`src/rtl/lab02_pkg.sv`:
```
`default_nettype none
// ============================================================================
//  Module      : lab02_pkg
//  Description : Shared definitions for the lab02 function evaluator family:
//                scan FSM state encoding and the power-up truth table.
//  Revision    : 1.0  initial release
// ============================================================================
package lab02_pkg;

    // Scan FSM states, 2-bit encoding
    typedef enum logic [1:0] {
        ST_IDLE = 2'd0,
        ST_SCAN = 2'd1,
        ST_EMIT = 2'd2,
        ST_DONE = 2'd3
    } state_t;

    // f1 = ~b~c | ~ab | ac, bit k holds f1 for {a,b,c} = k
    localparam logic [7:0] DEFAULT_TT = 8'hBD;

endpackage : lab02_pkg
`default_nettype wire

```
`src/rtl/minterm_enumerator.sv`:
```
`default_nettype none
// ============================================================================
//  Module      : minterm_enumerator
//  Description : Scans every input combination of a latched truth table and
//                emits, one per valid/ready handshake, each index whose
//                output equals the latched target; then pulses done with the
//                number of matches emitted.
//  Revision    : 1.0  initial release
// ============================================================================
module minterm_enumerator
    import lab02_pkg::*;
#(
    parameter int                  N_IN       = 3,
    parameter logic [2**N_IN-1:0]  DEFAULT_TT = lab02_pkg::DEFAULT_TT
) (
    input  logic                 clk,
    input  logic                 rst_n,
    input  logic                 start,
    input  logic [2**N_IN-1:0]   tt_in,
    input  logic                 target,
    output logic                 out_valid,
    input  logic                 out_ready,
    output logic [N_IN-1:0]      out_idx,
    output logic                 busy,
    output logic                 done,
    output logic [N_IN:0]        count
);

    localparam logic [N_IN-1:0] C_LAST_IDX  = '1;
    localparam logic [N_IN:0]   C_COUNT_ONE = {{N_IN{1'b0}}, 1'b1};

    state_t              r_state;
    logic [2**N_IN-1:0]  r_tt;
    logic                r_target;
    logic [N_IN-1:0]     r_idx;

    // Scan FSM with index counter, match counter and registered outputs
    always_ff @(posedge clk or negedge rst_n) begin
        if (!rst_n) begin
            r_state   <= ST_IDLE;
            r_tt      <= DEFAULT_TT;
            r_target  <= 1'b0;
            r_idx     <= '0;
            out_valid <= 1'b0;
            out_idx   <= '0;
            busy      <= 1'b0;
            done      <= 1'b0;
            count     <= '0;
        end else begin
            case (r_state)
                ST_IDLE: begin
                    done <= 1'b0;
                    if (start) begin
                        r_tt     <= tt_in;
                        r_target <= target;
                        r_idx    <= '0;
                        count    <= '0;
                        busy     <= 1'b1;
                        r_state  <= ST_SCAN;
                    end
                end

                ST_SCAN: begin
                    if (r_tt[r_idx] == r_target) begin
                        out_idx   <= r_idx;
                        out_valid <= 1'b1;
                        r_state   <= ST_EMIT;
                    end else if (r_idx == C_LAST_IDX) begin
                        // Last index is a terminator, never incremented past
                        busy    <= 1'b0;
                        done    <= 1'b1;
                        r_state <= ST_DONE;
                    end else begin
                        r_idx <= r_idx + 1'b1;
                    end
                end

                ST_EMIT: begin
                    // out_valid/out_idx stay put until the consumer takes them
                    if (out_ready) begin
                        out_valid <= 1'b0;
                        count     <= count + C_COUNT_ONE;
                        if (r_idx == C_LAST_IDX) begin
                            busy    <= 1'b0;
                            done    <= 1'b1;
                            r_state <= ST_DONE;
                        end else begin
                            r_idx   <= r_idx + 1'b1;
                            r_state <= ST_SCAN;
                        end
                    end
                end

                ST_DONE: begin
                    // start is deliberately not sampled here
                    done    <= 1'b0;
                    r_state <= ST_IDLE;
                end

                default: begin
                    r_state <= ST_IDLE;
                end
            endcase
        end
    end

endmodule : minterm_enumerator
`default_nettype wire

```
`config.mk`:
```
export PLATFORM = sky130hd
export DESIGN_NAME = minterm_enumerator
export DESIGN_NICKNAME = d
export VERILOG_FILES = /design/src/rtl/lab02_pkg.sv /design/src/rtl/minterm_enumerator.sv
export SDC_FILE = /design/constraint.sdc
export NUM_CORES = 1
export LEC_CHECK = 0
export BUFFER_PORTS_ARGS = -buffer_cell sky130_fd_sc_hd__buf_2
export CAP_MARGIN = 25
export CORE_ASPECT_RATIO = 1.1
export CORE_MARGIN = 10
export CORE_UTILIZATION = 38
export CTS_BUF_LIST = sky130_fd_sc_hd__clkbuf_8
export DETAILED_ROUTE_END_ITERATION = 10
export HOLD_SLACK_MARGIN = 0.02
export PLACE_DENSITY = 0.57
export RECOVER_POWER = 50
export SLEW_MARGIN = 30
export SYNTH_ARGS = -nofsm -noshare
export SYNTH_HDL_FRONTEND = slang
export SYNTH_SLANG_ARGS = --single-unit
export TNS_END_PERCENT = 100
```
`constraint.sdc`:
```
create_clock -name clk -period 3.7 [get_ports clk]
set_clock_uncertainty 0.15 [all_clocks]
set_input_delay 0.185 -clock clk [delete_from_list [all_inputs] [get_ports clk]]
set_output_delay 0.185 -clock clk [all_outputs]
set_load 0.005 [all_outputs]
```
# --- Word level (Yosys, flattened, before mapping) ---
# Cells that the tools add are included.
op_classes:
  add_sub_neg: 2
  order_cmp: 1
  eq_ne: 10
  n_mux: 28
  n_reduce_logical: 12
op_table:
  columns: ["cell", "count"]
  rows:
  - ["2-to-1 mux 3 bit", 4]
  - ["2-to-1 mux 1 bit", 10]
  - ["2-to-1 mux 2 bit", 5]
  - ["case mux 3 bit (3 select lines)", 1]
  - ["AND reduction 3 bit", 3]
  - ["2-to-1 mux 4 bit", 2]
  - ["!= test 2 bit (second input constant)", 4]
  - ["case mux 2 bit (4 select lines)", 1]
  - ["case mux 4 bit (2 select lines)", 1]
  - ["case mux 1 bit (3 select lines)", 2]
  - ["AND reduction 2 bit", 3]
  - ["adder 4 x 1 -> 4 bit (second input constant)", 1]
  - ["== test 2 bit (second input constant)", 2]
  - ["less-than comparator 3 x 4 -> 1 bit (second input constant)", 1]
  - ["AND reduction 4 bit", 1]
  - ["nonzero test 2 bit", 2]
  - ["adder 3 x 1 -> 3 bit (second input constant)", 1]
  - ["binary-select mux 1 bit (select 3 bit)", 1]
  - ["== test 3 bit (second input constant)", 1]
  - ["!= test 3 bit (second input constant)", 1]
  - ["nonzero test 3 bit", 1]
  - ["== test 2 x 1 -> 1 bit (second input constant)", 1]
  - ["zero test 2 bit", 1]
  - ["case mux 1 bit (2 select lines)", 1]
  - ["other kinds (2)", 2]
totals:
  regBits: 24
  input_bits: 13
  output_inout_bits: 10
  word_cells: 62

# --- Logic depth before layout (Yosys ltp) ---
# Gate-level depths: netlist of run 1.
logic_depth:
  word_depth: 5
  depth_mapped: 8
  ltp_nobuf: 7

# --- Worst setup path after synthesis of run 1 ---
# Ideal clock, no wire load.
synth_timing:
  path_type: "flip-flop to flip-flop"
  startpoint: "register r_idx[1]"
  endpoint: "register r_idx[1]"
  setup_ns: 0.122
  arrival_time_ns: 2.105
  t_required_ns: 3.428
  path_slack_ns: 1.324
  stages_incl_launch_ff: 7
  path_buffers: 1
  period_less_slack_ns: 2.376
  path_cell_list: "dfrtp_1 mux2_2 mux4_2 mux2_4 buf_2 nand3b_1 a32o_1"
synth_via:
  elab_chain_cells: 5
  word_cells_on_any_way: 11
  cone_classes: "add/sub: 1; eq/ne: 3; mux: 6; reduce/logical: 1"
synth_lines:
  columns: ["item", "line_no", "text"]
  rows:
  - ["start, declared", "minterm_enumerator.sv:35", "logic [N_IN-1:0] r_idx;"]
  - ["start signal, assigned", "minterm_enumerator.sv:74", "r_idx <= r_idx + 1'b1;"]
  - ["start signal, assigned", "minterm_enumerator.sv:88", "r_idx <= r_idx + 1'b1;"]
  - ["binary-select mux 1 bit (select 3 bit)", "minterm_enumerator.sv:64", "if (r_tt[r_idx] == r_target) begin"]
  - ["2-to-1 mux 1 bit (not written as such)", "minterm_enumerator.sv:64", null]
  - ["== test 1 bit", "minterm_enumerator.sv:64", null]
  - ["!= test 2 bit (no line)", null, null]
  - ["AND reduction 4 bit (no line)", null, null]
# Parallel ways exist; a longest one is shown, timed or not. The select of a mux whose other input is x is not followed.
# A chain may end at the register's enable or synchronous reset.

# --- Worst setup path after layout of run 1 ---
layout_timing:
  startpoint: "register r_idx[1]"
  endpoint: "register r_idx[0]"
# Same word-level chain as after synthesis.

==> results of run 1 <==
## tightest hold or removal path, stage by stage
cell,delay [ps]
buf_2,120
nand2_1,60
o2bb2ai_1,100
## cell usage after synthesis, types with 2 or more instances
cell / n / area share
nand2b_1: 2 / 0.0099
o31ai_1: 2 / 0.012
nor3_1: 2 / 0.0079
a32o_1: 3 / 0.024
nor2_1: 6 / 0.018
ha_1: 7 / 0.069
nand4_1: 2 / 0.0099
nand3b_1: 2 / 0.012
nand2_1: 9 / 0.027
inv_1: 4 / 0.012
mux2_2: 15 / 0.13
a21oi_1: 2 / 0.0079
clkbuf_1: 3 / 0.0089
o21ai_0: 7 / 0.028
dfstp_2: 6 / 0.12
and2_1: 3 / 0.015
dfrtp_1: 18 / 0.36
## layer usage
layer / share of wire / vias to the layer above / track usage
met1: 0.43 / 471 / 0.109
met4: 0.015 / 0 / 0.0398
met2: 0.47 / 23 / 0.155
met5: 0 / - / 0
met3: 0.084 / 5 / 0.0332
li1: - / 463 / -
## cell families (layout without fill, tap and decap cells)
| group | Yosys count | after routing | share of synthesized area |
|---|---|---|---|
| multiplexers | 19 | 19 | 0.181 |
| AND/OR/NAND/NOR | 30 | 30 | 0.120 |
| adder cells (fa/ha/maj) | 7 | 7 | 0.0694 |
| AO/OA/AOI/OAI | 22 | 22 | 0.123 |
| flip-flops | 24 | 24 | 0.482 |
| buffers and inverters | 8 | 40 | 0.0248 |
## cell type report
type                       instances  area (µm²)
fill                             275        1590
timing repair buffer              32         206
multi-input combinational         78         622
inverter                           4        15.0
clock buffer                       3        41.3
sequential                        24         608
tap                               34        42.5
clock inverter                     1        3.75
## through the flow
stage	power, µW	std cells	util	cell area, µm²
2_1_floorplan	900	110	-	1260
3_3_place_gp	1020	162	0.447	1400
3_5_place_dp	1040	162	0.447	1400
4_1_cts	1210	176	0.493	1540
5_1_grt	1300	176	0.492	1540
6_report	1190	176	0.492	1540
## registers in the layout, indices dropped and copies added, names as in the netlist
signal,count
out_valid,1
busy,1
done,1
r_tt,8
r_target,1
r_idx,3
out_idx,3
count,4
r_state,2
## final timing paths
check,end,startpoint
worst max-delay path,r_idx[0],r_idx[1]
worst min-delay path,out_valid,out_ready
worst max register to register,r_idx[0],r_idx[1]
worst min register to register,busy,busy
max in group asynchronous,r_state[0],rst_n
min in group asynchronous,out_valid,rst_n
## what timing repair did
action                    CTS  global route
hold endpoints to repair   27             0
hold buffers               10             0
setup buffers               0             0
## report_power, final
| group | switching (µW) | internal [µW] |
|---|---|---|
| logic | 282 | 285 |
| clock network | 81.7 | 74.2 |
| registers | 75.9 | 388 |
| total | 439 | 747 |
==> metrics.csv, run 1 <==
metric,value,unit
run status,"complete, no violations",
gp weighted congestion,0.793,
GRT Util Overall,0.0947,
Synth Instances,110,
fin nets,163,
I/O Pins,23,
Final ANT Viol Nets,0,
area grow syn2layout,22.0,%
die area,6030,µm²
drt first-iter violations,47,
CP arrival,2590,ps
synthesized area,1260,µm²
root buffer cell,clkbuf_8,
Final Worst Setup Slack,1130,ps
# diodes,0,
clock buffer depth,2,
Syn Nets,130,
Slew @ Worst Pin,1310,ps
Pins Over Slew Limit,0,
setup_tns,0,ps
largest net degree at the start of global routing,25,
crit-path max FO,12,
#FFs+latches synth,24,
Num Clock Sinks,24,
Crit path depth,5,
predominant post-synthesis flop cell,dfrtp_1,
CP endpoint kind,flip-flop,
"commonest non-fill, non-tap cell in the layout",buf_2,
Worst path slowest cell,mux4_2,
router iterations before antenna repair,4,
routed length per instance,14.4,µm
Vias,962,
Core ar.,3130,µm²
clk slew on worst S/H paths,80,ps
Post-DP HPWL,1940,µm
Die W,74.9,µm
R2R depth,5,
cell family contributing the most delay on the critical path,multiplexers,
synth unique cells,34,
share of layout cells above drive strength 1,0.317,
I/O Buffers,22,
hold crit path type,in -> reg,
Hold Crit Depth,3,
CP Buf/Inv Count,0,
row count,21,
final worst-path cycle share,0.695,
final wirelength,2540,µm
Critical Path Max Stage Delay,510,ps
die height,80.4,µm
Max-Cap Viols,0,
initial antenna violation count,0,
Final Hold Viols,0,
Skew-Pair Late Insertion Delay,270,ps
"EDFF count, synth",0,
drt drc,0,
dpl ws,1140,ps
via/cell ratio,5.47,
leak pwr,0.000705,µW
Starting Density,0.403,
first-pass GRT wire length,4570,µm
CTS resizes,0,
CP required,3720,ps
worst hold slack,77.2,ps
grt ovf,0,
YS warnings,0,
syn avg cell area,11.5,µm²
endpoints failing setup,0,
WS Path Type,reg -> reg,
PwrDens,771,nW/µm²
worst vdd ir,0.000318,V
crit path cell chain,"mux2_1, mux4_2, mux2_4, or3_1, o311ai_1",
H-tree depth,1,
Slew HR,0.126,
vias in the first global route,1002,
"Async S/R FF share, synth",1.00,
most frequent cells in the layout,"19 x buf_2, 18 x dfrtp_1, 15 x mux2_2",
TritonCTS clock tree,done,
Inserted Clock Buffers,3,
R2R Setup Slk,1130,ps
RSZ-0062 raised after global routing,no,
fmax,389,MHz
sequential fraction of the synthesis area,0.482,
Final min period,2570,ps
CP Launch Type,flip-flop,
Note: power is estimated with default switching activity, not from simulation.
==> run 2, diff against run 1 <==
- ABC_AREA: unset -> 1
- PLACE_DENSITY: 0.57 -> 0.59
- clock period: 3.7 -> 2.2 ns (I/O delays scaled with it)
==> metrics.csv, run 2 <==
metric,value,unit
run status,"complete, no violations",
clk slew on worst S/H paths,80,ps
routed length per instance,12.6,µm
worst vdd ir,0.000476,V
row count,22,
Post-DP HPWL,2120,µm
Final Power,2140,µW
syn avg cell area,8.44,µm²
CP required,2210,ps
Largest register FFs,8,
gp weighted congestion,0.863,
share of layout cells above drive strength 1,0.232,
largest net degree at the start of global routing,25,
TritonCTS clock tree,done,
RSZ-0062 raised after global routing,no,
"commonest non-fill, non-tap cell in the layout",nand2_1,
predominant post-synthesis flop cell,dfrtp_1,
Syn Nets,173,
top cell type's share of synthesized area,0.349,
I/O Pins,23,
fill cell count,324,
first-pass GRT wire length,4910,µm
most frequent cells in the layout,"33 x nand2_1, 20 x inv_1, 18 x dfrtp_1, 18 x buf_2, 14 x nor2_1",
worst hold slack,107,ps
Non-Filler Instances,226,
Final Hold Viols,0,
die height,81.1,µm
Slew @ Worst Pin,1290,ps
fin nets,211,
top cells by instance count after synthesis,"33 x nand2_1, 21 x inv_1, 18 x dfrtp_1",
Starting Density,0.391,
top routing layer in use,met4,
wire length on met1,1240,µm
router iterations before antenna repair,4,
wire length on met2,1420,µm
Final ANT Viol Nets,0,
sequential fraction of the synthesis area,0.471,
#FFs+latches synth,24,
Core ar.,3300,µm²
Pins Over Slew Limit,0,
Regs by FF count,"r_tt: 8 flops, count: 4 flops",
CP Launch Type,flip-flop,
initial antenna violation count,0,
PwrDens,1330,nW/µm²
routed wl met3,152,µm
GRT Util Overall,0.100,
top-count cell post-synth,nand2_1,
# diodes,0,
fmax,500,MHz
leak pwr,0.000822,µW
root buffer cell,clkbuf_8,
Synth Instances,153,
DP Cell Count,211,
final worst-path cycle share,0.908,
Slew HR,0.143,
die area,6130,µm²
Inserted Clock Buffers,3,
YS warnings,0,
"EDFF count, synth",0,
grt ovf,0,
Setup Buffers After CTS,0,
H-tree depth,1,
setup_tns,0,ps
Skew-Pair Late Insertion Delay,260,ps
Final Util,0.488,
via/cell ratio,4.86,
Die W,75.6,µm
crit-path max FO,6,
Max-Cap Viols,0,
Vias,1099,
drt first-iter violations,49,
area grow syn2layout,24.9,%
"Async S/R FF share, synth",1.00,
Area contributors post-synth,"dfrtp_1 35%, dfstp_2 12%, nand2_1 9.6%",
vias in the first global route,1128,
endpoints failing setup,0,
synth unique cells,21,
hold crit path type,in -> reg,
WS Path Type,reg -> reg,
Num Clock Sinks,24,
I/O Buffers,22,
Synth area leader,dfrtp_1,
CP endpoint kind,flip-flop,
"Most flops, register",r_tt,
clock buffer depth,2,
final wirelength,2850,µm
drt drc,0,
CP arrival,2010,ps
synthesized area,1290,µm²
Final min period,2000,ps
-- run 2: final timing paths --
| check | start | to | slack (ps) | cells after the start |
|---|---|---|---|---|
| setup / recovery | r_state[0] | count[3] | 200 | 11 |
| hold / removal | out_ready | out_valid | 110 | 6 |
| setup reg to reg | r_state[0] | count[3] | 200 | 11 |
| hold reg to reg | r_tt[2] | r_tt[2] | 330 | 2 |
| max in group asynchronous | rst_n | out_idx[2] | 650 | 2 |
| min in group asynchronous | rst_n | out_valid | 490 | 2 |
-- run 2: final cells by class --
type / count / area (µm²) / share of cell area
Sequential cell: 24 / 608 / 0.377
Multi-Input combinational cell: 106 / 599 / 0.372
Timing Repair Buffer: 34 / 223 / 0.138
Inverter: 22 / 82.6 / 0.0512
Clock buffer: 4 / 55.1 / 0.0341
Tap cell: 36 / 45.0 / 0.0279
-- run 2: cell families after synthesis --
family          count (synthesis)  share of synthesized area
buf+inv                        23                     0.0669
fa+ha+maj                       7                     0.0678
xor+xnor                        1                    0.00678
flops                          24                      0.471
compound gates                 31                      0.126
simple gates                   67                      0.262
-- run 2: power by group --
part / internal [µW] / switching, µW
Clock: 160 / 139
Combinational: 406 / 682
Sequential: 643 / 110
-- run 2: per-layer routing --
| metal | GRT usage | up-vias |
|---|---|---|
| met2 | 0.174 | 21 |
| li1 | - | 563 |
| met3 | 0.0244 | 4 |
| met4 | 0.0502 | 0 |
| met5 | 0 | - |
| met1 | 0.110 | 511 |
-- run 2: per-stage QoR --
step | setup slack, ps | cell area (µm²)
2_1_floorplan | 401 | 1290
3_3_place_gp | 274 | 1450
3_5_place_dp | 178 | 1450
4_1_cts | 167 | 1620
5_1_grt | 30.4 | 1610
6_report | 202 | 1610
-- run 2: worst max-delay path, stage by stage (launching register included) --
cell and delay, ps:
dfrtp_1 420, inv_1 110, ha_1 290, inv_2 120
nor2_1 60, inv_1 90, nand2_1 90, a21oi_2 180
inv_1 80, nor2_1 130, a21oi_1 80, o21a_1 100
-- run 2: timing repair --
| item | CTS | global route |
|---|---|---|
| setup endpoints to repair | 0 | 1 |
| hold buffers | 11 | 0 |
| hold endpoints to repair | 28 | 0 |
| gates resized for setup | 0 | 2 |
